==> config.mk <==
export PLATFORM = sky130hd
export DESIGN_NAME = led_pattern_engine
export DESIGN_NICKNAME = d
export VERILOG_FILES = /design/src/rtl/led_pattern_engine.sv
export SDC_FILE = /design/constraint.sdc
export NUM_CORES = 1
export LEC_CHECK = 0
export ABC_AREA = 1
export BUFFER_PORTS_ARGS = -buffer_cell sky130_fd_sc_hd__buf_2
export CAP_MARGIN = 20
export CORE_MARGIN = 5
export CORE_UTILIZATION = 31
export CTS_CLUSTER_DIAMETER = 30
export DETAILED_ROUTE_END_ITERATION = 10
export GPL_ROUTABILITY_DRIVEN = 0
export HOLD_SLACK_MARGIN = 0.15
export MAX_ROUTING_LAYER = met4
export PLACE_DENSITY = 0.49
export SLEW_MARGIN = 20
export SYNTH_ARGS = -nofsm -noshare
export SYNTH_HDL_FRONTEND = slang
export SYNTH_SLANG_ARGS = --single-unit
==> constraint.sdc <==
create_clock -name clk -period 2.05 [get_ports clk]
set_input_delay 0.3075 -clock clk [delete_from_list [all_inputs] [get_ports clk]]
set_output_delay 0.3075 -clock clk [all_outputs]
set_load 0.005 [all_outputs]
==> src/rtl/led_pattern_engine.sv <==
// LED pattern engine: one prescaler and one pattern register drive four animated patterns.
// Optional macro LED_BOUNCE_EN turns mode 11 into a bouncing dot; otherwise mode 11 blinks the whole bank.
module led_pattern_engine #(
  parameter int WIDTH = 8,
  parameter int DIV   = 25_000_000
) (
  input  logic             clk,
  input  logic             rst,
  input  logic [1:0]       S,
  output logic [WIDTH-1:0] led,
  output logic             step
);

  localparam int CNT_W = (DIV > 1) ? $clog2(DIV) : 1;
  localparam logic [CNT_W-1:0] CNT_LAST = CNT_W'(DIV - 1);
  localparam logic [CNT_W-1:0] CNT_ONE  = CNT_W'(1);
  localparam logic [WIDTH-1:0] ALL_ONES = {WIDTH{1'b1}};

  typedef enum logic [1:0] {
    MODE_ROL  = 2'b00,
    MODE_ROR  = 2'b01,
    MODE_FILL = 2'b10,
    MODE_ALT  = 2'b11
  } mode_e;

  logic [CNT_W-1:0] cnt_q, cnt_d;
  logic [1:0]       s_q, s_d;
  logic [WIDTH-1:0] led_q, led_d;
  logic             step_q, step_d;
  logic             load_pending_q, load_pending_d;

  logic             reload;
  logic             tick;
  logic [WIDTH-1:0] seed;
  logic [WIDTH-1:0] advance;

`ifdef LED_BOUNCE_EN
  logic dir_q, dir_d;
  logic dir_adv;
`endif

  // Seed for the incoming mode, taken straight from S so a reload edge lands on it.
  always_comb begin
    seed = '0;
    case (mode_e'(S))
      MODE_ROL:  seed = {{(WIDTH-1){1'b0}}, 1'b1};
      MODE_ROR:  seed = {1'b1, {(WIDTH-1){1'b0}}};
      MODE_FILL: seed = '0;
`ifdef LED_BOUNCE_EN
      MODE_ALT:  seed = {{(WIDTH-1){1'b0}}, 1'b1};
`else
      MODE_ALT:  seed = '0;
`endif
      default:   seed = '0;
    endcase
  end

  // Next pattern value for the accepted mode; only consulted on a tick without reload.
  always_comb begin
    advance = led_q;
`ifdef LED_BOUNCE_EN
    dir_adv = dir_q;
`endif
    case (mode_e'(s_q))
      MODE_ROL:  advance = {led_q[WIDTH-2:0], led_q[WIDTH-1]};
      MODE_ROR:  advance = {led_q[0], led_q[WIDTH-1:1]};
      MODE_FILL: begin
        if (led_q == ALL_ONES) begin
          advance = '0;
        end else begin
          advance = {led_q[WIDTH-2:0], 1'b1};
        end
      end
`ifdef LED_BOUNCE_EN
      MODE_ALT: begin
        if (!dir_q) begin
          advance = {led_q[WIDTH-2:0], 1'b0};
          if (advance[WIDTH-1]) begin
            dir_adv = 1'b1;
          end
        end else begin
          advance = {1'b0, led_q[WIDTH-1:1]};
          if (advance[0]) begin
            dir_adv = 1'b0;
          end
        end
      end
`else
      MODE_ALT:  advance = ~led_q;
`endif
      default:   advance = led_q;
    endcase
  end

  always_comb begin
    reload         = load_pending_q || (S != s_q);
    tick           = (cnt_q == CNT_LAST);
    cnt_d          = cnt_q + CNT_ONE;
    s_d            = s_q;
    led_d          = led_q;
    step_d         = 1'b0;
    load_pending_d = load_pending_q;
`ifdef LED_BOUNCE_EN
    dir_d          = dir_q;
`endif
    if (reload) begin
      // A reload wins over a coincident tick: restart the pattern and the prescaler phase.
      led_d          = seed;
      s_d            = S;
      cnt_d          = '0;
      load_pending_d = 1'b0;
`ifdef LED_BOUNCE_EN
      dir_d          = 1'b0;
`endif
    end else if (tick) begin
      cnt_d  = '0;
      led_d  = advance;
      step_d = 1'b1;
`ifdef LED_BOUNCE_EN
      dir_d  = dir_adv;
`endif
    end
  end

  always_ff @(posedge clk or posedge rst) begin
    if (rst) begin
      cnt_q          <= '0;
      s_q            <= 2'b00;
      led_q          <= '0;
      step_q         <= 1'b0;
      load_pending_q <= 1'b1;
    end else begin
      cnt_q          <= cnt_d;
      s_q            <= s_d;
      led_q          <= led_d;
      step_q         <= step_d;
      load_pending_q <= load_pending_d;
    end
  end

`ifdef LED_BOUNCE_EN
  always_ff @(posedge clk or posedge rst) begin
    if (rst) begin
      dir_q <= 1'b0;
    end else begin
      dir_q <= dir_d;
    end
  end
`endif

  assign led  = led_q;
  assign step = step_q;

endmodule

==> flow_summary_export.csv <==
group,metric,value,unit
power_and_ir_drop,p_comb_share,5.9,%
logic_synthesis,synth_top_family_by_area,"simple AND/OR/NAND/NOR gates",
power_and_ir_drop,p_clk_share,44.6,%
clock_network,root_buffer,"clkbuf_8",
sta,tns,0,ns
logic_synthesis,synth_simple_gate_area_share,40.0,%
floorplan,num_io_pins,13,
floorplan,num_rows,30,
logic_synthesis,synthMuxAreaShare,0,%
detailed_routing,drt-wirelength-per-cell,11.9,um
detailed_routing,drt_iter0_markers,68,
power_and_ir_drop,p_per_area,606,nW/um2
grt,use_met2,19.2,%
grt,grt_pass1_vias,1814,
logic_synthesis,synthesis.area,2180,um2
detailed_routing,first_pass_iters,4,
sta,final_max_slew_viol_count,0,
grt,grt_pass1_wl,8610,um
logic_synthesis,synth-adder-area-share,0.573,%
clock_network,cts_buffers,5,
logic_synthesis,async_reset_ff_share,100,%
logic_synthesis,ys_seq_area_share,42.4,%
power_and_ir_drop,peakVddDrop,0.000229,V
worst_setup_path,end_kind,"register",
logic_synthesis,synth_compound_area_share,5.33,%
outcome,outcome,"complete, no violations",
placed_design,dpl-instance-area,2350,um2
logic_synthesis,synth_top_area_cell,"dfrtp_1",
power_and_ir_drop,switching_share,23.0,%
sta,fin_crit,1.74,ns
clock_network,post_cts_resized,0,
logic_synthesis,synthCells,300,
worst_setup_path,arrival,1.97,ns
clock_network,worstSkewPairLatency,0.29,ns
sta,hold_violations,0,
logic_synthesis,yosys_warnings,0,
finish,post_route_cells_drive_above_1_share,15.3,%
detailed_routing,routed_via_density,4.47,
logic_synthesis,syn_nets,305,
finish,fin_nets,324,
floorplan,die_y,93.9,um
sta,finalCritPeriodShare,84.9,%
detailed_routing,via_count,1858,
logic_synthesis,synthXorXnorAreaFrac,2.81,%
logic_synthesis,ys.flop_type,"dfrtp_1",
finish,final_cell_mix,"nand2_1, nor2_1, inv_1",
power_and_ir_drop,p_int,1.16,mW
worst_setup_path,required,2.28,ns
grt,grt-busiest-layer,"met2",
power_and_ir_drop,seqPwrFrac,49.5,%
logic_synthesis,ys_top_cells_by_area,"dfrtp_1, nand2_1, nor2_1",
clock_network,cts_sinks,37,
finish,diodes,0,
power_and_ir_drop,total_power,1.51,mW
detailed_routing,remaining_drc_errors,0,
grt,antenna_found_initial,0,
logic_synthesis,synth_seq_cells,37,
detailed_routing,final_antenna_net_count,0,
placed_design,portBuffers,12,
sta,finClkSkew,0.00870,ns
logic_synthesis,synth-edff-count,0,
worst_setup_path,critPathKind,"input pin to register",
grt,grt_use_met3,2.24,%
sta,fmax,575,MHz
finish,final_common_cell,"nand2_1",
grt,grt_start_max_net_pins,38,
grt,grt.met1_usage,17.1,%
placed_design,hpwl,3720,um
floorplan,die_area,8830,um2
finish,final_area,2490,um2
worst_setup_path,critPathLaunchType,"input pin",
worst_setup_path,r2r_slack,0.43,ns
finish,fillCellCount,778,
detailed_routing,totalWireLength,4940,um
floorplan,design.core.area,6830,um2
floorplan,start_util,32.0,%
logic_synthesis,synthDistinctLibCells,31,
clock_network,cts_buffer_depth,2,
clock_network,htreeDepth,2,
power_and_ir_drop,switching_power,0.347,mW
sta,finalSetupViolCount,0,
logic_synthesis,synth_top_area_share,41.2,%
job,cap_violations,0,
worst_hold_path,holdCritPathClass,"input pin to register",
power_and_ir_drop,power.leakage,1.14,nW
floorplan,dieWidth,93.9,um
grt,grt_overflow,0,
logic_synthesis,postSynthAreaPerCell,7.28,um2
worst_setup_path,critPathMaxFanout,9,
finish,area_growth,14.0,%
clock_network,cts_tree,"built",
clock_network,clkTransAtPathRegs,0.08,ns
sta,rsz0062_at_grt,"false",
grt,track_usage,12.7,%
## state kept, by name, indices dropped and copies added (netlist names)
name and flops:
load_pending_q 1, step 1, s_q 2, led 8, cnt_q 25
## routing by layer
layer	share of wire, %	vias up
met4	0.28	0
met1	50	857
met2	47	26
li1	-	973
met3	2.7	2
met5	0	-
## worst paths after layout
| path | cells past startpoint | startpoint | to |
|---|---|---|---|
| min in group asynchronous | 4 | rst | cnt_q[3] |
| worst min register to register | 1 | cnt_q[0] | cnt_q[0] |
| worst max register to register | 10 | cnt_q[0] | cnt_q[22] |
| worst min-delay path | 1 | S[0] | s_q[0] |
| max in group asynchronous | 4 | rst | load_pending_q |
| worst max-delay path | 9 | S[1] | led[2] |
## cell usage after synthesis, types with 2 or more instances
cell type / count
a21oi_1: 2
clkbuf_1: 2
dfrtp_1: 36
inv_1: 38
inv_2: 2
nand2_1: 70
nand2_2: 10
nand3_1: 21
nand3b_1: 2
nand4_1: 3
nor2_1: 61
nor2_2: 6
nor2_4: 3
nor3_1: 7
nor3_4: 2
o21ai_0: 7
o21bai_1: 3
o22ai_1: 7
xnor2_1: 2
xor2_1: 5
## logic make-up (layout without fill, tap and decap cells)
family / count (synthesis) / count (layout)
AOI/OAI and AO/OA: 20 / 20
xor gates and xnor gates: 7 / 7
adders and majority gates: 1 / 1
buffers and inverters: 45 / 65
DFF: 37 / 37
other: 1 / 1
and+or+nand+nor: 189 / 189
## cell type report
| class | instances | area (um2) | share of cell area, % |
|---|---|---|---|
| multi-input cells | 218 | 1070 | 42.9 |
| flip-flops and latches | 37 | 927 | 37.2 |
| inverters | 41 | 159 | 6.38 |
| well taps | 96 | 120 | 4.82 |
| repair buffers | 16 | 95.1 | 3.82 |
| clock buffers | 6 | 82.6 | 3.32 |
| clock inverters | 2 | 37.5 | 1.51 |
## repair_timing
item / in CTS / in global routing
hold buffers: 2 / 0
hold endpoints to repair: 9 / 0
buffers inserted: 0 / 0
## metrics by stage
step / std cells / hold slack [ns] / util [%] / setup slack [ns]
6_report: 416 / 0.164 / 36.4 / 0.310
5_1_grt: 416 / 0.169 / 36.4 / 0.148
4_1_cts: 416 / 0.158 / 36.4 / 0.327
3_5_place_dp: 406 / 0.447 / 34.4 / 0.402
3_3_place_gp: 406 / 0.446 / 34.4 / 0.452
2_1_floorplan: 300 / 0.405 / - / 0.535
## power groups by stage
stage / sequential [mW] / clock, mW / combinational [mW]
6_report: 0.746 / 0.673 / 0.0883
5_1_grt: 0.748 / 0.723 / 0.103
4_1_cts: 0.746 / 0.697 / 0.0924
3_5_place_dp: 0.761 / 0 / 0.0893
3_3_place_gp: 0.761 / 0 / 0.0890
2_1_floorplan: 0.759 / 0 / 0.0658
## worst max-delay path, stage by stage
cell	delay, ns
dlygate4sd3_1	0.53
buf_2	0.13
inv_1	0.09
o21bai_1	0.12
nor2_1	0.12
nand3_1	0.20
nor2_4	0.27
o21ai_0	0.13
nand2_1	0.07
Power figures use the tool's default switching activity.
